### config.mk
export PLATFORM = sky130hd
export DESIGN_NAME = sqrt_unit_flat
export DESIGN_NICKNAME = d
export VERILOG_FILES = /design/src/rtl/sqrt_unit_if.sv /design/src/rtl/sqrt_unit.sv /design/src/flat_wrapper.sv
export SDC_FILE = /design/constraint.sdc
export NUM_CORES = 1
export LEC_CHECK = 0
export ABC_CLOCK_PERIOD_IN_PS = 4300
export CORE_MARGIN = 3
export CORE_UTILIZATION = 60
export CTS_CLUSTER_SIZE = 25
export DETAILED_ROUTE_END_ITERATION = 8
export DONT_BUFFER_PORTS = 1
export GPL_TIMING_DRIVEN = 0
export PLACE_DENSITY_LB_ADDON = 0.15
export SLEW_MARGIN = 15
export SYNTH_ARGS = -nofsm -noshare
export SYNTH_HDL_FRONTEND = slang
export SYNTH_SLANG_ARGS = --single-unit
### constraint.sdc
create_clock -name clk -period 4.3 [get_ports clk]
set_input_delay 0.86 -clock clk [delete_from_list [all_inputs] [get_ports clk]]
set_output_delay 0.86 -clock clk [all_outputs]
set_load 0.05 [all_outputs]
### src/rtl/sqrt_unit_if.sv
`default_nettype none
// ============================================================================
//  Module   : sqrt_unit_if
//  Purpose  : Valid/ready stream bundle between a producer/consumer and the
//             sqrt_unit compute core.
//  Ports    : master - drives in_valid, radicand, out_ready
//             slave  - drives in_ready, out_valid, root, remainder, busy
//  Revision : 1.0 - initial release
// ============================================================================
interface sqrt_unit_if #(
    parameter int WIDTH  = 32,
    parameter int ROOT_W = 16
) ();
    logic              in_valid;
    logic              in_ready;
    logic [WIDTH-1:0]  radicand;
    logic              out_valid;
    logic              out_ready;
    logic [ROOT_W-1:0] root;
    logic [ROOT_W:0]   remainder;
    logic              busy;

    modport master (
        output in_valid, radicand, out_ready,
        input  in_ready, out_valid, root, remainder, busy
    );

    modport slave (
        input  in_valid, radicand, out_ready,
        output in_ready, out_valid, root, remainder, busy
    );
endinterface
`default_nettype wire

### src/rtl/sqrt_unit.sv
`default_nettype none
// ============================================================================
//  Module   : sqrt_unit
//  Purpose  : Iterative integer square root (floor root + remainder) of an
//             unsigned radicand, optionally extended by fractional root bits,
//             resolving BITS_PER_CYCLE root bits per clock behind a
//             valid/ready stream interface.
//  Ports    : clk   - rising-edge clock
//             rst   - asynchronous active-high reset
//             clear - synchronous abort back to IDLE, result dropped
//             bus   - sqrt_unit_if.slave (in_valid/in_ready/radicand,
//                     out_valid/out_ready/root/remainder, busy)
//  Revision : 1.0 - initial release
// ============================================================================
module sqrt_unit #(
    parameter int WIDTH          = 32,
    parameter int FRAC_BITS      = 0,
    parameter int BITS_PER_CYCLE = 1
) (
    input  logic       clk,
    input  logic       rst,
    input  logic       clear,
    sqrt_unit_if.slave bus
);

    localparam int ROOT_W = WIDTH / 2 + FRAC_BITS;
    localparam int ITER   = ROOT_W / BITS_PER_CYCLE;
    localparam int EXT_W  = 2 * ROOT_W;           // radicand plus fractional zeros
    localparam int ACC_W  = ROOT_W + 2;           // keeps the trial sign bit
    localparam int CNT_W  = (ITER > 1) ? $clog2(ITER) : 1;

    localparam logic [CNT_W-1:0] c_LAST = CNT_W'(ITER - 1);

    localparam logic [1:0] S_IDLE = 2'd0;
    localparam logic [1:0] S_BUSY = 2'd1;
    localparam logic [1:0] S_DONE = 2'd2;

    logic [1:0]        r_state;
    logic [1:0]        w_state_nxt;
    logic [EXT_W-1:0]  r_opnd;
    logic [ACC_W-1:0]  r_ac;
    logic [ROOT_W-1:0] r_q;
    logic [CNT_W-1:0]  r_cnt;
    logic [ROOT_W-1:0] r_root;
    logic [ROOT_W:0]   r_rem;

    logic              w_in_ready;
    logic              w_out_valid;
    logic              w_busy;
    logic              w_accept;
    logic              w_last;
    logic [EXT_W-1:0]  w_ext;

    // ------------------------------------------------------------------------
    // Digit recurrence, unrolled BITS_PER_CYCLE times per clock
    // ------------------------------------------------------------------------
    logic [ACC_W-1:0]  w_ac [0:BITS_PER_CYCLE];
    logic [ROOT_W-1:0] w_q  [0:BITS_PER_CYCLE];
    logic [EXT_W-1:0]  w_op [0:BITS_PER_CYCLE];

    assign w_ac[0] = r_ac;
    assign w_q[0]  = r_q;
    assign w_op[0] = r_opnd;

    for (genvar k = 0; k < BITS_PER_CYCLE; k++) begin : g_step
        logic [ACC_W-1:0] w_shift;
        logic [ACC_W-1:0] w_trial;
        logic             w_unused_hi;

        // The partial remainder never exceeds 2*q, so its two MSBs are
        // always zero before the shift and can be dropped safely.
        assign w_shift     = {w_ac[k][ACC_W-3:0], w_op[k][EXT_W-1 -: 2]};
        assign w_trial     = w_shift - {w_q[k], 2'b01};
        assign w_ac[k+1]   = w_trial[ACC_W-1] ? w_shift : w_trial;
        assign w_q[k+1]    = {w_q[k][ROOT_W-2:0], ~w_trial[ACC_W-1]};
        assign w_op[k+1]   = w_op[k] << 2;
        assign w_unused_hi = ^w_ac[k][ACC_W-1 -: 2];
    end

    assign w_ext    = EXT_W'(bus.radicand) << (2 * FRAC_BITS);
    assign w_last   = (r_cnt == c_LAST);
    assign w_accept = bus.in_valid & w_in_ready;

    // ------------------------------------------------------------------------
    // FSM: state register
    // ------------------------------------------------------------------------
    always_ff @(posedge clk or posedge rst) begin
        if (rst) begin
            r_state <= S_IDLE;
        end else begin
            r_state <= w_state_nxt;
        end
    end

    // ------------------------------------------------------------------------
    // FSM: next-state logic (clear overrides everything)
    // ------------------------------------------------------------------------
    always_comb begin
        w_state_nxt = r_state;
        if (clear) begin
            w_state_nxt = S_IDLE;
        end else begin
            case (r_state)
                S_IDLE: begin
                    if (bus.in_valid) begin
                        w_state_nxt = S_BUSY;
                    end
                end
                S_BUSY: begin
                    if (w_last) begin
                        w_state_nxt = S_DONE;
                    end
                end
                S_DONE: begin
                    // Consume and optionally accept the next operand on the
                    // same edge.
                    if (bus.out_ready) begin
                        w_state_nxt = bus.in_valid ? S_BUSY : S_IDLE;
                    end
                end
                default: w_state_nxt = S_IDLE;
            endcase
        end
    end

    // ------------------------------------------------------------------------
    // FSM: outputs
    // ------------------------------------------------------------------------
    always_comb begin
        w_in_ready  = 1'b0;
        w_out_valid = 1'b0;
        w_busy      = 1'b0;
        case (r_state)
            S_IDLE: w_in_ready = 1'b1;
            S_BUSY: w_busy     = 1'b1;
            S_DONE: begin
                w_out_valid = 1'b1;
                w_in_ready  = bus.out_ready;
            end
            default: w_in_ready = 1'b0;
        endcase
    end

    // ------------------------------------------------------------------------
    // Datapath registers
    // ------------------------------------------------------------------------
    always_ff @(posedge clk or posedge rst) begin
        if (rst) begin
            r_opnd <= '0;
            r_ac   <= '0;
            r_q    <= '0;
            r_cnt  <= '0;
            r_root <= '0;
            r_rem  <= '0;
        end else if (clear) begin
            r_opnd <= '0;
            r_ac   <= '0;
            r_q    <= '0;
            r_cnt  <= '0;
            r_root <= '0;
            r_rem  <= '0;
        end else if (w_accept) begin
            r_opnd <= w_ext;
            r_ac   <= '0;
            r_q    <= '0;
            r_cnt  <= '0;
        end else if (r_state == S_BUSY) begin
            r_opnd <= w_op[BITS_PER_CYCLE];
            r_ac   <= w_ac[BITS_PER_CYCLE];
            r_q    <= w_q[BITS_PER_CYCLE];
            r_cnt  <= r_cnt + CNT_W'(1);
            if (w_last) begin
                // Remainder <= 2*root, so ROOT_W+1 bits always hold it.
                r_root <= w_q[BITS_PER_CYCLE];
                r_rem  <= w_ac[BITS_PER_CYCLE][ROOT_W:0];
            end
        end
    end

    assign bus.in_ready  = w_in_ready;
    assign bus.out_valid = w_out_valid;
    assign bus.busy      = w_busy;
    assign bus.root      = r_root;
    assign bus.remainder = r_rem;

endmodule
`default_nettype wire
### src/flat_wrapper.sv
// flat-port wrapper written by rule: the top's interface ports become plain ports
module sqrt_unit_flat 
#(
    parameter int WIDTH          = 32,
    parameter int FRAC_BITS      = 0,
    parameter int BITS_PER_CYCLE = 1
)
  (clk, rst, clear, bus_in_valid, bus_radicand, bus_out_ready, bus_in_ready, bus_out_valid, bus_root, bus_remainder, bus_busy);
  sqrt_unit_if #(.WIDTH(WIDTH)) bus_i ();
  input  logic clk;
  input  logic rst;
  input  logic clear;
  input wire logic [$bits(bus_i.in_valid)-1:0] bus_in_valid;
  input wire logic [$bits(bus_i.radicand)-1:0] bus_radicand;
  input wire logic [$bits(bus_i.out_ready)-1:0] bus_out_ready;
  output wire logic [$bits(bus_i.in_ready)-1:0] bus_in_ready;
  output wire logic [$bits(bus_i.out_valid)-1:0] bus_out_valid;
  output wire logic [$bits(bus_i.root)-1:0] bus_root;
  output wire logic [$bits(bus_i.remainder)-1:0] bus_remainder;
  output wire logic [$bits(bus_i.busy)-1:0] bus_busy;
  assign bus_i.in_valid = bus_in_valid;
  assign bus_i.radicand = bus_radicand;
  assign bus_i.out_ready = bus_out_ready;
  assign bus_in_ready = bus_i.in_ready;
  assign bus_out_valid = bus_i.out_valid;
  assign bus_root = bus_i.root;
  assign bus_remainder = bus_i.remainder;
  assign bus_busy = bus_i.busy;
  sqrt_unit #(.WIDTH(WIDTH), .FRAC_BITS(FRAC_BITS), .BITS_PER_CYCLE(BITS_PER_CYCLE)) u_core (.clk(clk), .rst(rst), .clear(clear), .bus(bus_i));
endmodule
==> flow_summary_export.csv, run 1 <==
group,metric,value,unit
synth,synth-seq-cells,103,
clock_tree,cts_buffers,9,
timing,rsz0062_at_grt,"no",
critical_path,required,4.53,ns
critical_path,worstPathMaxFanout,10,
cells_and_area,syn_to_final_growth,7.08,%
timing,fmax,330,MHz
cells_and_area,final_area,5580,um2
critical_path,path_class,"register to register",
clock_tree,clk_latency,0.36,ns
global_route,antenna_found_initial,0,
critical_path,ff2ff_path_depth,10,
global_route,grt-ovfl-total,0,
timing,max_slew.worst_pin.slew,1.20,ns
run_status,status,"finished, final reports clean",
global_route,grt_pass1_vias,4275,
synth,yosysMostFrequentCell,"nand2_1",
cells_and_area,fillCellCount,694,
timing,setup_tns,0,ns
drt,vias,4256,
clock_tree,cts_root_buf,"clkbuf_8",
critical_path,critPathBufInv,2,
timing,finalCritPeriodShare,0.705,
die,core-area,8340,um2
clock_tree,clock_path_buffers,2,
timing,setup-violations-final,0,
synth,synth.area.top_cells,"dfrtp_1, nand2_1, o21ai_0",
die,io_pins,73,
placement,finalWeightedCongestion,0.920,
global_route,grt_max_degree,81,
pwr,ir_drop,0.580,mV
clock_tree,cts_setup_buffers,0,
placement,dp_hpwl,9070,um
global_route,met3_usage,0.0757,
critical_path,critical_path.max_stage_delay,0.49,ns
global_route,grt_pass1_wl,20900,um
synth,synthTopCellsByCount,"nand2_1, dfrtp_1, nor2_1",
critical_path,worstPathArrival,3.26,ns
cells_and_area,n_antenna_cell,0,
critical_path,slowest_stage,"mux2i_1",
global_route,gr-usage-met2,0.434,
clock_tree,cts_tree,"built",
clock_tree,cts_resized,0,
critical_path,worstPathCellList,"inv_1 -> ha_1 -> o211ai_1 -> o21ai_1 -> a221o_1 -> a31o_1 -> xnor2_2 -> buf_6 -> mux2i_1 -> o21ai_0",
drt,viasPerCell,6.06,
cells_and_area,layout.nets,646,
timing,timing.hold.ws,0.280,ns
synth,synth_nets,634,
critical_path,cp.depth,10,
flow_run,cap_viol_max_count,0,
synth,synth_ff_type,"dfrtp_1",
synth,async_reset_ff_frac,1.00,
placement,dp_slack,1.14,ns
clock_tree,clkSlewWorstSetupHoldPaths,0.11,ns
timing,final-max-slew-violation-count,0,
die,die_w,99.2,um
clock_tree,h-tree-depth,3,
drt,drt-pass1-iter-count,4,
synth,yosysWarnings,0,
clock_tree,cts_hold_buf,0,
pwr,p_per_area,689,nW/um2
synth,synthCells,580,
global_route,busiest_layer,"met2",
cells_and_area,utilization,0.670,
global_route,track_usage,0.266,
synth,yosys.area.top_type,"dfrtp_1",
cells_and_area,multi_input_area,2390,um2
synth,synth_area_per_cell,8.99,um2
synth,yosysTopAreaCellShare,0.494,
die,dieArea,9850,um2
drt,avgRoutedWirePerCell,17.7,um
synth,synth_edf_count,0,
critical_path,endpoint_kind,"register",
placement,dpl_cell_area,5380,um2
drt,antenna_left,0,
cells_and_area,drive_gt1_frac,0.0436,
critical_path,cp_top_family,"compound AO/OA/AOI/OAI gates",
timing,relSlewSlack,0.197,
drt,drc_errors,0,
critical_path,start_kind,"register",
synth,syn-cell-area,5220,um2
synth,synth_cell_types,45,
min_path,min-delay-path-class,"input pin to async pin",
pwr,leakagePower,2.41,nW
drt,drt_iter0_drc,177,
die,die_y,99.2,um
cells_and_area,register_area,2580,um2
die,rows,33,
clock_tree,clock_sinks,103,
timing,clock_skew,0.0112,ns
timing,finalCriticalPeriod,3.03,ns
timing,setup_ws,1.27,ns
drt,wl,12500,um
placement,portBuffers,0,
die,start_util,0.625,
timing,finalHoldViolCount,0,
global_route,gr-usage-met1,0.342,
synth,synth_seq_area_share,0.494,
[state kept, by name, summed over array words and instances (netlist names)]
signal                count
u_core.bus.remainder     17
u_core.bus.root          16
u_core.r_ac              16
u_core.r_cnt              4
u_core.r_opnd            32
u_core.r_q               16
u_core.r_state            2
[worst register-to-register path: cells and delay by family (launching register included)]
kind | cells | cell delay (ns)
adders and majority gates | 1 | 0.35
xor gates and xnor gates | 1 | 0.19
muxes | 1 | 0.49
AOI/OAI and AO/OA | 5 | 1.16
DFF | 1 | 0.40
buffers and inverters | 2 | 0.31
[metal layers]
layer / up-vias / wire length, um
li1: 2049 / -
met1: 2087 / 5330
met2: 102 / 6200
met3: 18 / 685
met4: 0 / 244
met5: - / 0
[logic make-up (layout without fill, tap and decap cells)]
logic type,count (synthesis),after routing,synth area share
xor gates and xnor gates,16,16,0.0283
buffers and inverters,62,79,0.0477
muxes,15,15,0.0288
and+or+nand+nor,216,216,0.170
DFF,103,103,0.494
AOI/OAI and AO/OA,151,151,0.190
adders and majority gates,17,17,0.0408
[area by class of cell]
cell class,instances,area share
flip-flops and latches,103,0.462
multi-input cells,415,0.428
plain buffers,39,0.0291
clock buffers,11,0.0253
well taps,105,0.0235
inverters,23,0.0164
clock inverters,5,0.0114
repair buffers,1,0.00493
[per-stage QoR]
step | total power, mW | cells
after global routing | 4.10 | 702
after CTS | 3.83 | 702
after global placement | 3.16 | 685
after detailed placement | 3.20 | 686
final | 3.85 | 702
after floorplan | 2.71 | 580
[cell usage in the layout (no fill, tap or decap), types with 3 or more instances in the layout]
cell / synthesis / final
buf_1: 5 / 5
nor2_1: 55 / 55
o211ai_1: 6 / 6
nor3_1: 4 / 4
dfrtp_1: 103 / 103
o21a_1: 3 / 3
nand3_1: 10 / 10
clkbuf_8: 0 / 10
a311oi_1: 28 / 28
mux2i_1: 15 / 15
nand4_1: 6 / 6
clkbuf_1: 31 / 32
nand2_1: 128 / 128
a31oi_1: 3 / 3
xor2_1: 5 / 5
o21ai_0: 52 / 52
xnor2_1: 10 / 10
a21oi_1: 26 / 26
a22o_1: 5 / 5
nand2b_1: 3 / 3
a211oi_1: 13 / 13
inv_1: 22 / 21
ha_1: 17 / 17
[report_power, final]
part / leakage (nW) / switching, mW / internal, mW
logic: 0.898 / 1.25 / 0.868
clock network: 0.106 / 0.340 / 0.292
registers: 1.41 / 0.0594 / 1.04
total: 2.41 / 1.64 / 2.20
[final timing paths]
kind | start | to | slack [ns]
max reg2reg | u_core.r_q[0] | u_core.r_ac[13] | 1.27
min | rst | u_core.r_opnd[20] | 0.28
min in group clk | u_core.r_q[8] | u_core.r_q[8] | 0.48
min reg2reg | u_core.r_q[8] | u_core.r_q[8] | 0.48
max in group asynchronous | rst | u_core.bus.remainder[5] | 3.36
max | u_core.r_q[0] | u_core.r_ac[13] | 1.27
Power figures use the tool's default switching activity.
==> run 2, diff against run 1 <==
- ABC_CLOCK_PERIOD_IN_PS: 4300 -> 3000
- clock period: 4.3 -> 3 ns (I/O delays scaled with it)
==> run 2 against run 1 <==
  * Worst setup slack worse by 1.2 ns
  * Combinational power increased by 75%
  * Die area is the same
  * Critical endpoint is now u_core.r_ac[2]
==> flow_summary_export.csv, run 2 (synthesized netlist as in run 1, its figures left out) <==
group,metric,value,unit
drt,avgRoutedWirePerCell,17.5,um
cells_and_area,n_antenna_cell,0,
critical_path,critPathLaunch,"u_core.r_q[0]",
clock_tree,h-tree-depth,3,
cells_and_area,fillCellCount,687,
pwr,ir_drop,0.557,mV
critical_path,ff2ff_path_depth,10,
cells_and_area,drive_gt1_frac,0.0712,
timing,finalCritPeriodShare,0.966,
drt,drc_errors,0,
global_route,grt_max_degree,35,
global_route,track_usage,0.254,
timing,setup-violations-final,0,
pwr,p_per_area,1070,nW/um2
pwr,leakagePower,2.42,nW
timing,setup_tns,0,ns
cells_and_area,layout.nets,654,
clock_tree,cts_root_buf,"clkbuf_8",
die,dieArea,9850,um2
global_route,antenna_found_initial,0,
die,core-area,8340,um2
placement,dp_hpwl,9080,um
critical_path,critPathBufInv,2,
cells_and_area,final_cell_mix,"nand2_1, dfrtp_1, nor2_1, o21ai_0, clkbuf_1",
cells_and_area,regMostFlops,"u_core.r_opnd",
critical_path,r2r_start,"u_core.r_q[0]",
critical_path,worstPathMaxFanout,9,
critical_path,rrSetupSlack,0.10,ns
drt,drt_iter0_drc,193,
critical_path,required,3.24,ns
global_route,gr-usage-met2,0.415,
global_route,grt-ovfl-total,0,
critical_path,critical_path.max_stage_delay,0.41,ns
drt,antenna_left,0,
run_status,status,"finished, final reports clean",
global_route,gr-usage-met1,0.332,
die,die_w,99.2,um
timing,clock_skew,0.0125,ns
placement,dp_slack,0.0788,ns
clock_tree,cts_tree,"built",
global_route,grt_pass1_vias,4209,
critical_path,endpoint_kind,"register",
timing,max_slew.worst_pin.slew,1.13,ns
cells_and_area,final_common_cell,"nand2_1",
global_route,met3_usage,0.0533,
drt,vias,4346,
cells_and_area,syn_to_final_growth,9.40,%
critical_path,path_class,"register to register",
timing,finalHoldViolCount,0,
timing,finalCriticalPeriod,2.90,ns
cells_and_area,largest_reg_flops,32,
global_route,grt_pass1_wl,20300,um
critical_path,regToRegEndpoint,"u_core.r_ac[2]",
clock_tree,clkSlewWorstSetupHoldPaths,0.11,ns
critical_path,start_kind,"register",
drt,viasPerCell,6.13,
timing,setup_ws,0.102,ns
placement,portBuffers,0,
drt,wl,12400,um
critical_path,worstPathArrival,3.14,ns
placement,finalWeightedCongestion,0.856,
timing,relSlewSlack,0.246,
clock_tree,clock_path_buffers,2,
timing,fmax,345,MHz
drt,drt-pass1-iter-count,5,
die,io_pins,73,
die,start_util,0.625,
flow_run,cap_viol_max_count,0,
global_route,busiest_layer,"met2",
critical_path,slowest_stage,"a221o_1",
clock_tree,cts_buffers,9,
die,die_y,99.2,um
critical_path,worstPathCellList,"inv_1 -> ha_4 -> o211ai_1 -> o21ai_1 -> a221o_1 -> a31o_1 -> xnor2_2 -> buf_6 -> mux2i_1 -> o21ai_0",
critical_path,cp_top_family,"compound AO/OA/AOI/OAI gates",
clock_tree,clock_sinks,103,
die,rows,33,
clock_tree,clk_latency,0.37,ns
min_path,min-delay-path-class,"input pin to async pin",
clock_tree,cts_hold_buf,0,
timing,final-max-slew-violation-count,0,
cells_and_area,utilization,0.684,
-- run 2: cell count changes in the layout (fill, tap and decap cells not counted), moves of 3 or more --
cell and change:
mux2i_1 -8, buf_4 +6, mux2i_2 +4, mux2i_4 +4
buf_12 +3, clkinvlp_4 +3
-- run 2: cell type report --
cell class	instances	area, um2	area share
tap	105	131	0.0230
multi-input combinational	415	2470	0.433
inverter	23	90.1	0.0158
timing repair buffer	9	105	0.0184
sequential	103	2580	0.452
clock inverter	5	41.3	0.00724
buffer	39	163	0.0285
clock buffer	10	128	0.0224
-- run 2: repair_timing --
action / 4_1_cts / 5_1_grt
endpoints found under the hold margin: 0 / 0
resized for setup: 0 / 16
buffers inserted: 0 / 5
setup endpoints to repair: 0 / 22
-- run 2: per-layer routing --
| layer | part of all wire | vias to the layer above |
|---|---|---|
| met1 | 0.43 | 2144 |
| met4 | 0.024 | 0 |
| met5 | 0 | - |
| met2 | 0.49 | 118 |
| li1 | - | 2057 |
| met3 | 0.058 | 27 |
-- run 2: how the worst max path moves through the flow --
stage	endpoint	cells past startpoint
finish	u_core.r_ac[2]	10
global route	u_core.r_ac[14]	10
CTS	u_core.bus.remainder[13]	10
detailed placement	u_core.bus.remainder[13]	10
global placement	u_core.bus.remainder[12]	10
floorplan	u_core.r_ac[14]	10
-- run 2: report_power, final --
part | leakage (nW) | total, mW | switching (mW) | internal [mW]
clock network | 0.0798 | 0.798 | 0.492 | 0.307
registers | 1.41 | 1.59 | 0.0959 | 1.50
logic | 0.928 | 3.70 | 2.00 | 1.69
total | 2.42 | 6.09 | 2.59 | 3.50
-- run 2: worst register-to-register path, stage by stage, from the launching register on --
cell	delay (ns)
dfrtp_1	0.39
inv_1	0.14
ha_4	0.24
o211ai_1	0.24
o21ai_1	0.16
a221o_1	0.41
a31o_1	0.26
xnor2_2	0.29
buf_6	0.22
mux2i_1	0.30
o21ai_0	0.13
-- run 2: through the flow --
stage                     area, um2  power [mW]  hold slack [ns]  cells
after floorplan                5220        3.88            0.450    580
after global placement         5350        4.51            0.463    685
after detailed placement       5410        4.55            0.430    688
after CTS                      5580        5.35           0.0188    703
after global routing           5710        6.41           0.0184    709
final                          5710        6.09           0.0323    709
==> run 3, diff against run 2 <==
- REMOVE_ABC_BUFFERS: not set -> 1
==> run 3 against run 2 <==
  * Cell count fell by 5.4%
  * Clock power rose by 12%
  * Highest routed layer unchanged
  * Count of clock-buffer cells in the layout rose by 1
  * Power fell by 7.6%
  * Final area fell by 2.4%
  * Clock skew fell by 0.0034 ns
  * Via count fell by 7.5%
  * Worst hold slack improved by 0.068 ns
  * First-iteration DRC count fell by 30%
  * Routed wire length fell by 9.6%
  * Combinational power fell by 15%
  * Utilization fell by 1.7 points
==> flow_summary_export.csv, run 3 (synthesized netlist as in run 1, its figures left out) <==
group,metric,value,unit
critical_path,critPathBufInv,2,
die,io_pins,73,
die,start_util,0.625,
timing,finalHoldViolCount,0,
clock_tree,clock_path_buffers,2,
global_route,grt-ovfl-total,0,
drt,antenna_left,0,
critical_path,slowest_stage,"a221o_1",
run_status,status,"finished, final reports clean",
critical_path,cp_top_family,"compound AO/OA/AOI/OAI gates",
drt,drt_iter0_drc,135,
placement,dp_hpwl,7770,um
global_route,antenna_found_initial,0,
timing,max_slew.worst_pin.slew,1.17,ns
drt,viasPerCell,5.99,
critical_path,path_class,"register to register",
timing,rsz0062_at_grt,"no",
placement,finalWeightedCongestion,0.868,
die,core-area,8340,um2
clock_tree,clock_sinks,103,
critical_path,worstPathMaxFanout,10,
timing,relSlewSlack,0.223,
timing,setup_tns,0,ns
clock_tree,clkSlewWorstSetupHoldPaths,0.10,ns
critical_path,critical_path.max_stage_delay,0.39,ns
cells_and_area,syn_to_final_growth,6.77,%
clock_tree,cts_tree,"built",
critical_path,required,3.30,ns
critical_path,endpoint_kind,"register",
die,die_y,99.2,um
timing,finalCriticalPeriod,2.82,ns
cells_and_area,regMostFlops,"u_core.r_opnd",
critical_path,worstPathArrival,3.12,ns
cells_and_area,largest_reg_flops,32,
clock_tree,h-tree-depth,3,
cells_and_area,multi_input_area,2430,um2
cells_and_area,n_antenna_cell,0,
min_path,min-delay-path-class,"input pin to async pin",
timing,clock_skew,0.00907,ns
cells_and_area,final_common_cell,"nand2_1",
clock_tree,cts_root_buf,"clkbuf_8",
flow_run,cap_viol_max_count,0,
timing,setup-violations-final,0,
drt,wl,11300,um
clock_tree,cts_buffers,9,
pwr,p_per_area,1010,nW/um2
cells_and_area,utilization,0.668,
pwr,ir_drop,0.621,mV
timing,fmax,355,MHz
placement,portBuffers,0,
drt,vias,4022,
cells_and_area,register_area,2580,um2
critical_path,start_kind,"register",
global_route,grt_max_degree,60,
pwr,leakagePower,2.40,nW
drt,avgRoutedWirePerCell,16.8,um
die,rows,33,
clock_tree,clk_latency,0.36,ns
drt,drt-pass1-iter-count,5,
global_route,grt_pass1_wl,19700,um
critical_path,worstPathCellList,"inv_1 -> ha_1 -> o211ai_1 -> o21ai_1 -> a221o_1 -> a31o_1 -> xnor2_4 -> buf_8 -> mux2i_1 -> a22o_1",
die,die_w,99.2,um
cells_and_area,drive_gt1_frac,0.0707,
drt,drc_errors,0,
timing,finalCritPeriodShare,0.940,
global_route,track_usage,0.246,
timing,final-max-slew-violation-count,0,
cells_and_area,fillCellCount,672,
cells_and_area,final_cell_mix,"nand2_1, dfrtp_1, nor2_1, o21ai_0, a311oi_1",
cells_and_area,layout.nets,615,
global_route,grt_pass1_vias,4033,
die,dieArea,9850,um2
## run 3: cell count changes in the layout (fill, tap and decap cells not counted), moves of 3 or more
cell      before  now
clkbuf_1      32    1
mux2i_1        7   13
buf_1          5    0
mux2i_4        4    0
buf_4          6    3
## run 3: path summary, 6_finish.rpt
| kind | from | end | slack, ns | depth (start not counted) |
|---|---|---|---|---|
| min in group clk | clear | u_core.bus.root[8] | 0.29 | 1 |
| max in group asynchronous | rst | u_core.r_q[7] | 2.27 | 2 |
| worst min register to register | u_core.r_cnt[3] | u_core.r_cnt[3] | 0.50 | 1 |
| worst min-delay path | rst | u_core.r_opnd[10] | 0.10 | 1 |
| worst max-delay path | u_core.r_q[0] | u_core.bus.remainder[1] | 0.18 | 10 |
| worst max register to register | u_core.r_q[0] | u_core.bus.remainder[1] | 0.18 | 10 |
## run 3: area by class of cell
type	count	area share
multi-input cells	415	0.436
inverters	23	0.0169
clock buffers	11	0.0254
flip-flops and latches	103	0.463
repair buffers	9	0.0249
clock inverters	5	0.0101
well taps	105	0.0236
## run 3: layer usage
metal | GRT usage | share of wire | vias to the layer above
met5 | 0 | 0 | -
met4 | 0.0567 | 0.0097 | 0
met3 | 0.0561 | 0.051 | 11
met2 | 0.420 | 0.49 | 80
met1 | 0.321 | 0.44 | 1958
li1 | - | - | 1973
## run 3: repair_timing
item                                   4_1_cts  5_1_grt
buffers inserted                             2        1
pin swaps                                    1        2
endpoints found under the hold margin        0        0
setup endpoints to repair                   38       22
resized for setup                            1        4
hold buffers                                 0        0
## run 3: worst reg2reg max path: stages, from the launching register on
cell      delay (ns)
dfrtp_1         0.38
inv_1           0.10
ha_1            0.36
o211ai_1        0.22
o21ai_1         0.14
a221o_1         0.39
a31o_1          0.30
xnor2_4         0.23
buf_8           0.19
mux2i_1         0.29
a22o_1          0.18
## run 3: where the power goes
| part | switching (mW) | internal [mW] | total [mW] |
|---|---|---|---|
| clock | 0.484 | 0.410 | 0.894 |
| combinational | 1.69 | 1.47 | 3.15 |
| sequential | 0.0828 | 1.50 | 1.58 |
| total | 2.25 | 3.37 | 5.63 |
## run 3: through the flow
stage               hold WS, ns  cell area (um2)  std cells  setup WS (ns)  power, mW
floorplan                 0.450             5050        541         -0.845       3.73
detailed placement        0.475             5320        652         -0.236       4.46
global route              0.124             5570        671        0.00501       6.02
global placement          0.463             5180        646          -2.58       4.74
finish                    0.100             5570        671          0.180       5.63
CTS                       0.117             5540        670         0.0386       5.56
